## src/rtl/pac_move_ctrl_if.sv

```systemverilog
// Maze-map query bus between the movement controller and the wall lookup.
interface pac_move_ctrl_if;
  logic       wall_req;
  logic [9:0] wall_x;
  logic [8:0] wall_y;
  logic       wall_ack;
  logic       wall_hit;

  modport master (output wall_req, wall_x, wall_y, input wall_ack, wall_hit);
  modport slave  (input wall_req, wall_x, wall_y, output wall_ack, wall_hit);
endinterface

```

## src/rtl/pac_move_ctrl.sv

```systemverilog
// Pac-Man sprite movement controller: decodes keypad/PS/2 direction keys,
// and on each frame tick asks the maze map whether the next step is free
// before committing the new sprite position.
module pac_move_ctrl #(
  parameter int STEP        = 2,
  parameter int X_MAX       = 608,
  parameter int Y_MAX       = 448,
  parameter int X_INIT      = 30,
  parameter int Y_INIT      = 146,
  parameter int ACK_TIMEOUT = 15
) (
  input  logic                  clk,
  input  logic                  rst,
  input  logic                  kp_ready_i,
  input  logic [4:0]            kp_code_i,
  input  logic                  ps2_ready_i,
  input  logic [9:0]            ps2_data_i,
  input  logic                  tick_i,
  pac_move_ctrl_if.master       wall,
  output logic [9:0]            pac_x_o,
  output logic [8:0]            pac_y_o,
  output logic [1:0]            dir_o,
  output logic                  moving_o,
  output logic                  pos_upd_o
);

  localparam int CW = (ACK_TIMEOUT > 1) ? $clog2(ACK_TIMEOUT + 1) : 1;
  localparam logic [10:0] STEP11 = 11'(STEP);
  localparam logic [10:0] XMAX11 = 11'(X_MAX);
  localparam logic [10:0] YMAX11 = 11'(Y_MAX);

  typedef enum logic [1:0] {S_IDLE, S_QUERY, S_WAIT, S_COMMIT} state_t;

  state_t        state_q, state_d;
  logic          kp_rdy_q, ps2_rdy_q;
  logic [1:0]    dir_q, dir_d;
  logic          moving_q, moving_d;
  logic [9:0]    pac_x_q, pac_x_d, cand_x_q, cand_x_d;
  logic [8:0]    pac_y_q, pac_y_d, cand_y_q, cand_y_d;
  logic [CW-1:0] wait_cnt_q, wait_cnt_d;

  logic          kp_vld, ps2_vld, key_evt, kp_take;
  logic [1:0]    kp_dir, ps2_dir, key_dir;
  logic [10:0]   x_ext, y_ext, nx, ny;
  logic          unused_break_hi;

  assign unused_break_hi = ps2_data_i[9];

  // Decode both key sources; a valid keypad press outranks a same-cycle PS/2 press.
  always_comb begin
    kp_vld  = 1'b1;
    kp_dir  = 2'd0;
    ps2_vld = 1'b1;
    ps2_dir = 2'd0;
    case (kp_code_i)
      5'h0E:   kp_dir = 2'd0;
      5'h0C:   kp_dir = 2'd1;
      5'h09:   kp_dir = 2'd2;
      5'h11:   kp_dir = 2'd3;
      default: kp_vld = 1'b0;
    endcase
    case (ps2_data_i[7:0])
      8'h74:   ps2_dir = 2'd0;
      8'h6B:   ps2_dir = 2'd1;
      8'h75:   ps2_dir = 2'd2;
      8'h72:   ps2_dir = 2'd3;
      default: ps2_vld = 1'b0;
    endcase
    kp_take = kp_ready_i & ~kp_rdy_q & kp_vld;
    key_evt = kp_take | (ps2_ready_i & ~ps2_rdy_q & ~ps2_data_i[8] & ps2_vld);
    key_dir = kp_take ? kp_dir : ps2_dir;
  end

  // Candidate position one step along the current heading, clamped to the screen.
  always_comb begin
    x_ext = {1'b0, pac_x_q};
    y_ext = {2'b00, pac_y_q};
    nx    = x_ext;
    ny    = y_ext;
    case (dir_q)
      2'd0: nx = (x_ext + STEP11 > XMAX11) ? XMAX11 : x_ext + STEP11;
      2'd1: nx = (x_ext < STEP11) ? 11'd0 : x_ext - STEP11;
      2'd2: ny = (y_ext < STEP11) ? 11'd0 : y_ext - STEP11;
      default: ny = (y_ext + STEP11 > YMAX11) ? YMAX11 : y_ext + STEP11;
    endcase
  end

  // Next-state logic: query/wait/commit sequence, then key events override heading/moving.
  always_comb begin
    state_d    = state_q;
    dir_d      = dir_q;
    moving_d   = moving_q;
    pac_x_d    = pac_x_q;
    pac_y_d    = pac_y_q;
    cand_x_d   = cand_x_q;
    cand_y_d   = cand_y_q;
    wait_cnt_d = wait_cnt_q;
    case (state_q)
      S_IDLE: begin
        if (tick_i && moving_q) state_d = S_QUERY;
      end
      S_QUERY: begin
        if (nx == x_ext && ny == y_ext) begin
          moving_d = 1'b0;
          state_d  = S_IDLE;
        end else begin
          cand_x_d   = nx[9:0];
          cand_y_d   = ny[8:0];
          wait_cnt_d = '0;
          state_d    = S_WAIT;
        end
      end
      S_WAIT: begin
        if (wall.wall_ack) begin
          if (wall.wall_hit) begin
            moving_d = 1'b0;
            state_d  = S_IDLE;
          end else begin
            state_d = S_COMMIT;
          end
        end else if (wait_cnt_q == CW'(ACK_TIMEOUT - 1)) begin
          // No answer from the map: assume blocked rather than walk through a wall.
          moving_d = 1'b0;
          state_d  = S_IDLE;
        end else begin
          wait_cnt_d = wait_cnt_q + 1'b1;
        end
      end
      default: begin
        pac_x_d = cand_x_q;
        pac_y_d = cand_y_q;
        state_d = S_IDLE;
      end
    endcase
    if (key_evt) begin
      dir_d    = key_dir;
      moving_d = 1'b1;
    end
  end

  // State and datapath registers with synchronous active-low reset.
  always_ff @(posedge clk) begin
    if (!rst) begin
      state_q    <= S_IDLE;
      kp_rdy_q   <= 1'b0;
      ps2_rdy_q  <= 1'b0;
      dir_q      <= 2'd0;
      moving_q   <= 1'b0;
      pac_x_q    <= 10'(X_INIT);
      pac_y_q    <= 9'(Y_INIT);
      cand_x_q   <= 10'(X_INIT);
      cand_y_q   <= 9'(Y_INIT);
      wait_cnt_q <= '0;
    end else begin
      state_q    <= state_d;
      kp_rdy_q   <= kp_ready_i;
      ps2_rdy_q  <= ps2_ready_i;
      dir_q      <= dir_d;
      moving_q   <= moving_d;
      pac_x_q    <= pac_x_d;
      pac_y_q    <= pac_y_d;
      cand_x_q   <= cand_x_d;
      cand_y_q   <= cand_y_d;
      wait_cnt_q <= wait_cnt_d;
    end
  end

  assign wall.wall_req = (state_q == S_WAIT);
  assign wall.wall_x   = cand_x_q;
  assign wall.wall_y   = cand_y_q;
  assign pac_x_o       = pac_x_q;
  assign pac_y_o       = pac_y_q;
  assign dir_o         = dir_q;
  assign moving_o      = moving_q;
  assign pos_upd_o     = (state_q == S_COMMIT);

endmodule

```

## src/flat_wrapper.sv

```systemverilog
// flat-port wrapper written by rule: the top's interface ports become plain ports
module pac_move_ctrl_flat 
#(
  parameter int STEP        = 2,
  parameter int X_MAX       = 608,
  parameter int Y_MAX       = 448,
  parameter int X_INIT      = 30,
  parameter int Y_INIT      = 146,
  parameter int ACK_TIMEOUT = 15
)
  (clk, rst, kp_ready_i, kp_code_i, ps2_ready_i, ps2_data_i, tick_i, pac_x_o, pac_y_o, dir_o, moving_o, pos_upd_o, wall_wall_req, wall_wall_x, wall_wall_y, wall_wall_ack, wall_wall_hit);
  pac_move_ctrl_if wall_i ();
  input  logic clk;
  input  logic rst;
  input  logic kp_ready_i;
  input  logic [4:0] kp_code_i;
  input  logic ps2_ready_i;
  input  logic [9:0] ps2_data_i;
  input  logic tick_i;
  output logic [9:0] pac_x_o;
  output logic [8:0] pac_y_o;
  output logic [1:0] dir_o;
  output logic moving_o;
  output logic pos_upd_o;
  output wire logic [$bits(wall_i.wall_req)-1:0] wall_wall_req;
  output wire logic [$bits(wall_i.wall_x)-1:0] wall_wall_x;
  output wire logic [$bits(wall_i.wall_y)-1:0] wall_wall_y;
  input wire logic [$bits(wall_i.wall_ack)-1:0] wall_wall_ack;
  input wire logic [$bits(wall_i.wall_hit)-1:0] wall_wall_hit;
  assign wall_wall_req = wall_i.wall_req;
  assign wall_wall_x = wall_i.wall_x;
  assign wall_wall_y = wall_i.wall_y;
  assign wall_i.wall_ack = wall_wall_ack;
  assign wall_i.wall_hit = wall_wall_hit;
  pac_move_ctrl #(.STEP(STEP), .X_MAX(X_MAX), .Y_MAX(Y_MAX), .X_INIT(X_INIT), .Y_INIT(Y_INIT), .ACK_TIMEOUT(ACK_TIMEOUT)) u_core (.clk(clk), .rst(rst), .kp_ready_i(kp_ready_i), .kp_code_i(kp_code_i), .ps2_ready_i(ps2_ready_i), .ps2_data_i(ps2_data_i), .tick_i(tick_i), .wall(wall_i), .pac_x_o(pac_x_o), .pac_y_o(pac_y_o), .dir_o(dir_o), .moving_o(moving_o), .pos_upd_o(pos_upd_o));
endmodule
```

## config.mk

```make
export PLATFORM = sky130hd
export DESIGN_NAME = pac_move_ctrl_flat
export DESIGN_NICKNAME = d
export VERILOG_FILES = /design/src/rtl/pac_move_ctrl_if.sv /design/src/rtl/pac_move_ctrl.sv /design/src/flat_wrapper.sv
export SDC_FILE = /design/constraint.sdc
export NUM_CORES = 1
export LEC_CHECK = 0
export ABC_AREA = 0
export BUFFER_PORTS_ARGS = -buffer_cell sky130_fd_sc_hd__buf_2
export CAP_MARGIN = 15
export CORE_MARGIN = 4
export CORE_UTILIZATION = 50
export DETAILED_ROUTE_END_ITERATION = 8
export PLACE_DENSITY = 0.78
export SLEW_MARGIN = 5
export SYNTH_ARGS = -nofsm -noshare
export SYNTH_HDL_FRONTEND = slang
export SYNTH_SLANG_ARGS = --single-unit
```

## constraint.sdc

```tcl
create_clock -name clk -period 3.4 [get_ports clk]
set_input_delay 0.34 -clock clk [delete_from_list [all_inputs] [get_ports clk]]
set_output_delay 0.34 -clock clk [all_outputs]
set_load 0.1 [all_outputs]
```

==> results of run 1 <==
per-layer routing:
layer / wire [um] / vias up
li1: - / 2227
met1: 5330 / 2164
met2: 6050 / 259
met3: 984 / 46
met4: 425 / 0
met5: 0 / -
per-stage QoR:
step	util [%]	instance area (sq um)	power, mW	setup WS (ns)
6_report	58.4	4820	1.14	0.229
5_1_grt	58.4	4820	1.18	0.0103
4_1_cts	58.2	4800	1.14	0.215
3_5_place_dp	56.8	4690	0.716	0.237
3_3_place_gp	56.8	4690	0.713	0.346
2_1_floorplan	-	4260	0.676	0.0741
placed cells by master, fill, tap and decap left out, drive strengths merged, types with 13 or more instances in the layout:
master	instances
nand2	63
nor4	13
a21oi	34
nand4	20
buf	93
o21ai	25
dfxtp	49
inv	27
nor2	38
nand3	20
nand2b	14
nor3	31
final cells by class:
type | instances | area, sq um
clock buffers | 6 | 72.6
clock inverters | 2 | 38.8
fillers | 760 | 3440
inverters | 27 | 101
multi-input cells | 442 | 2920
flip-flops and latches | 49 | 986
well taps | 105 | 131
repair buffers | 93 | 566
timing repair:
item	CTS	global route
buffers inserted	0	1
endpoints found under the setup margin	0	8
gates resized for setup	0	2
hold endpoints to repair	0	0
where the power goes:
group,switching (mW),internal [mW],leakage [nW]
clock network,0.214,0.221,0.0554
logic,0.0803,0.0421,1.34
registers,0.00434,0.578,0.395
how the worst min path moves through the flow:
stage | cells past startpoint | from | end | slack, ns
finish | 2 | ps2_ready_i | u_core.ps2_rdy_q$_SDFF_PN0_ | 0.25
global route | 2 | ps2_ready_i | u_core.ps2_rdy_q$_SDFF_PN0_ | 0.25
CTS | 2 | ps2_ready_i | u_core.ps2_rdy_q$_SDFF_PN0_ | 0.25
detailed placement | 2 | u_core.wall.wall_x[9]$_SDFFE_PN0P_ | u_core.pac_x_o[9]$_SDFFE_PN0N_ | 0.46
global placement | 2 | u_core.wall.wall_x[0]$_SDFFE_PN0P_ | u_core.pac_x_o[0]$_SDFFE_PN0N_ | 0.45
floorplan | 1 | kp_ready_i | u_core.kp_rdy_q$_SDFF_PN0_ | 0.46
sequential cells by signal (all words and copies together) (netlist names):
name	flops
u_core.kp_rdy_q	1
u_core.pac_x_o	10
u_core.dir_o	2
u_core.wall.wall_x	10
u_core.ps2_rdy_q	1
u_core.state_q	2
u_core.wall.wall_y	9
u_core.wait_cnt_q	4
u_core.pac_y_o	9
u_core.moving_o	1
cells by family (layout without fill, tap and decap cells):
| logic type | Yosys count | after routing | synth area share, % |
|---|---|---|---|
| AO/OA/AOI/OAI | 165 | 165 | 30.3 |
| XOR/XNOR | 11 | 11 | 2.26 |
| adder cells (fa/ha/maj) | 6 | 6 | 1.76 |
| buffers and inverters | 77 | 128 | 8.47 |
| flip-flops | 49 | 49 | 23.1 |
| multiplexers | 2 | 2 | 0.764 |
| AND/OR/NAND/NOR | 258 | 258 | 33.4 |
==> run metrics, run 1 <==
GRT Resource Usage Total=25.1%; initial antenna violation count=0; Synth area leaders=dfxtp_1, nand2_1, a21oi_1; final WL=12,800 um; EDFF count, synth=0; vias in the first global route=4,280; DR vias/cell=6.49; MaxCap Viol Count=0; clock slew at reported path FFs=0.10 ns; max_slew headroom=39.4%; DP HPWL=9470 um; YS warnings=0; Inst Count DP=715; row cnt=33; most frequent CP cell=and4b_1; most frequent cell after synthesis=nand2_1; GRT met1 Usage=33.4%; hold crit path type=primary input to flop; P_leak=1.80 nW; Crit. End Element=flop; FMAX=0.315 GHz; CP max stage cell=or4_4; delay-heaviest family, CP=simple AND/OR/NAND/NOR gates; setup tns final=0 ns; Clk Latency, worst-skew pair=0.31 ns; VDD IR max=0.227 mV; Max Clock Skew=0.0103 ns; Cell Area, Synth=4260 sq um; Congestion Overflow GR=0; largest net degree at the start of global routing=25; CP Launch Type=flop; Max H-tree Level=2; top_reg_cell synth=dfxtp_1; critical path class=flop to flop; die area=10,100 sq um; clk buf depth=2; worst path cell trace=ha_1 > nand3_2 > or4_4 > o21ai_4 > o311ai_1 > and4b_1 > and4b_1 > a41oi_4 > buf_4 > o22ai_2; Worst Setup SP=u_core.pac_x_o[2]$_SDFFE_PN1N_; Post-Syn Area per Cell=7.49 sq um; Final min period=3.17 ns; library cells used by synthesis=86; R2R setup slack=0.23 ns; Final period util=93.3%; CP endpoint=u_core.wall.wall_x[6]$_SDFFE_PN0P_; asr flop ratio synth=0%; starting DRC count in detailed routing=584; largest stage delay on the critical path=0.59 ns; # IOs=65; Critical R2R Capture=u_core.wall.wall_x[6]$_SDFFE_PN0P_; final std cells w/o fill=724; Mapped Cells=568; Worst Path Required=3.60 ns; Final Hold Slack=0.250 ns; met2 usage=41.5%; Core Region=8260 sq um; post-synthesis sequential area ratio=23.1%; cts hold-fix bufs=0; top-area cell type share of the netlist area=23.1%; Starting Density=51.5%; vias=4,696; Worst path depth=10; reg2reg start=u_core.pac_x_o[2]$_SDFFE_PN1N_; CTS root buffer=clkbuf_8; critical path buffer and inverter count=1; Antenna Violating Nets Remaining=0; grt met3 use=3.54%; Data arrival, critical path=3.37 ns; ratio of total power to cell area=237 nW/um^2; Routed wire per std cell=17.7 um; gr busiest metal=met2; TritonCTS clock tree=done; drt drc=0; Die Wd=100 um; Commonest cells post-synth=nand2_1, dfxtp_1, nor2_1, a21oi_1, nor3_1; layout cells sized above 1=22.3%; first-pass GRT wire length=21,000 um; Area growth syn-to-layout=13.3%; setup violators final=0; gpl congestion=0.985; outcome=finished, final reports clean; Diodes inserted=0; post-synthesis register bit count=49; CP max FO=12; CTS buffer count=5; 1st-pass router iterations=6; buffers added on ports=63; max-slew violations=0; unrepaired setup endpoints after global routing=false; worst slew pin tran=0.908 ns; Post-Syn Nets=596; leading area contributor after synthesis=dfxtp_1; worst reg-to-reg path cell count=10; Final Hold Viols=0; total clock sinks=49; Nets=646; Die H=100 um
Power figures use the tool's default switching activity.
==> run 2: changes to the inputs <==
Clock period 3.4 ns to 2.92 ns, I/O delays scaled along.
==> run 2 against run 1 <==
Clock skew is 0.0060 ns higher. Flip-flop and latch count unchanged. Maximum frequency increased by 11%. Worst hold slack got worse by 0.067 ns. Global-route usage up 2.3 points. Die area unchanged. Worst setup slack worse by 0.16 ns. Sequential share of layout area decreased by 1.1 points. Non-clock buffer count up 33. Cell count grew 4.6%. Register-to-register slack lost 0.16 ns. Via count rose by 3.0%. Critical endpoint is now u_core.moving_o$_SDFFE_PN0P_. Largest cell class unchanged. Highest routed layer unchanged.
==> run metrics, run 2 (synthesized netlist as in run 1, its figures left out) <==
CP max FO=9; max-slew violations=0; largest net degree at the start of global routing=25; Die Wd=100 um; CTS buffer count=5; Area growth syn-to-layout=24.4%; Total Power=1.29 mW; # IOs=65; Nets=679; reg2reg start=u_core.pac_x_o[2]$_SDFFE_PN1N_; gpl congestion=0.966; clk buf depth=2; Crit. End Element=flop; setup violators final=0; unrepaired setup endpoints after global routing=true; MaxCap Viol Count=0; cts hold-fix bufs=0; VDD IR max=0.180 mV; Diodes inserted=0; die area=10,100 sq um; Die H=100 um; P_leak=2.03 nW; Worst Setup SP=u_core.pac_x_o[2]$_SDFFE_PN1N_; Final Hold Viols=0; CTS root buffer=clkbuf_8; buffers added on ports=63; TritonCTS clock tree=done; FMAX=0.351 GHz; GRT Resource Usage Total=27.4%; layout cells sized above 1=31.3%; worst slew pin tran=0.783 ns; Data arrival, critical path=3.03 ns; Congestion Overflow GR=0; first-pass GRT wire length=22,700 um; Final min period=2.85 ns; most common cell after layout, fill and taps aside=buf_2; clock slew at reported path FFs=0.10 ns; Core Region=8260 sq um; DR vias/cell=6.39; hold path start=ps2_ready_i; critical path class=flop to flop; Worst Path Required=3.09 ns; CP Launch Type=flop; Starting Density=51.5%; setup tns final=0 ns; vias=4,837; vias in the first global route=4,550; final instance area=5300 sq um; DP HPWL=10,200 um; max_slew headroom=47.5%; Routed wire per std cell=18.6 um; hold crit path type=primary input to flop; 1st-pass router iterations=6; outcome=finished, final reports clean; Max H-tree Level=2; initial antenna violation count=0; final WL=14,100 um; Clk Latency, worst-skew pair=0.32 ns; Final period util=97.6%; starting DRC count in detailed routing=542; Antenna Violating Nets Remaining=0; drt drc=0; Area after DPL=5040 sq um; Final Util=64.1%; Max Clock Skew=0.0163 ns; ratio of total power to cell area=244 nW/um^2; commonest cells after routing, fill and taps aside=buf_2, nand2_1, buf_4; row cnt=33; total clock sinks=49
run 2: changes by cell type in the layout (fill, tap and decap cells not counted), sizes merged:
cell and change:
buf +33, bufinv -1, inv +1
run 2: worst paths after layout:
| kind | slack (ns) | endpoint | cells past startpoint |
|---|---|---|---|
| worst max register to register | 0.07 | u_core.moving_o$_SDFFE_PN0P_ | 11 |
| worst min register to register | 0.46 | u_core.pac_x_o[9]$_SDFFE_PN0N_ | 2 |
| worst max-delay path | 0.07 | u_core.moving_o$_SDFFE_PN0P_ | 11 |
| worst min-delay path | 0.18 | u_core.ps2_rdy_q$_SDFF_PN0_ | 2 |
run 2: metrics by stage:
stage	cells	setup slack, ns	hold slack [ns]
floorplan	568	-0.0108	0.414
global placement	745	0.0673	0.441
finish	757	0.0692	0.183
global route	757	-0.0192	0.199
detailed placement	745	0.0324	0.453
CTS	753	0.0362	0.181
run 2: per-layer routing:
layer | vias up | wire [um] | track usage [%]
li1 | 2291 | - | -
met1 | 2276 | 5830 | 35.7
met2 | 232 | 6860 | 46.0
met3 | 38 | 1110 | 4.79
met4 | 0 | 288 | 8.70
met5 | - | 0 | 0
run 2: worst max-delay path, stage by stage, from the launching register on:
cell and delay (ns):
dfxtp_4 0.37, buf_4 0.17, and4_4 0.20, or4_4 0.53, o21ai_4 0.18, nor4b_4 0.10, a311oi_4 0.40, nand3_4 0.14
buf_6 0.16, nor3_4 0.23, buf_4 0.15, a31oi_1 0.08
run 2: cell type report:
type	instances	area, sq um
clock buffers	6	82.6
well taps	105	131
inverters	27	104
multi-input cells	442	3100
clock inverters	2	17.5
repair buffers	126	830
flip-flops and latches	49	1030
fillers	722	2960
run 2: timing repair:
item	in CTS	in global routing
gates resized for setup	1	22
endpoints found under the setup margin	2	23
gates cloned	0	1
hold endpoints to repair	0	0
setup buffers	0	3
pin swaps	0	9
run 2: report_power, final:
group	total (mW)	leakage, nW	switching (mW)	internal [mW]
sequential	0.671	0.402	0.00611	0.665
combinational	0.158	1.57	0.101	0.0577
clock	0.461	0.0518	0.264	0.198
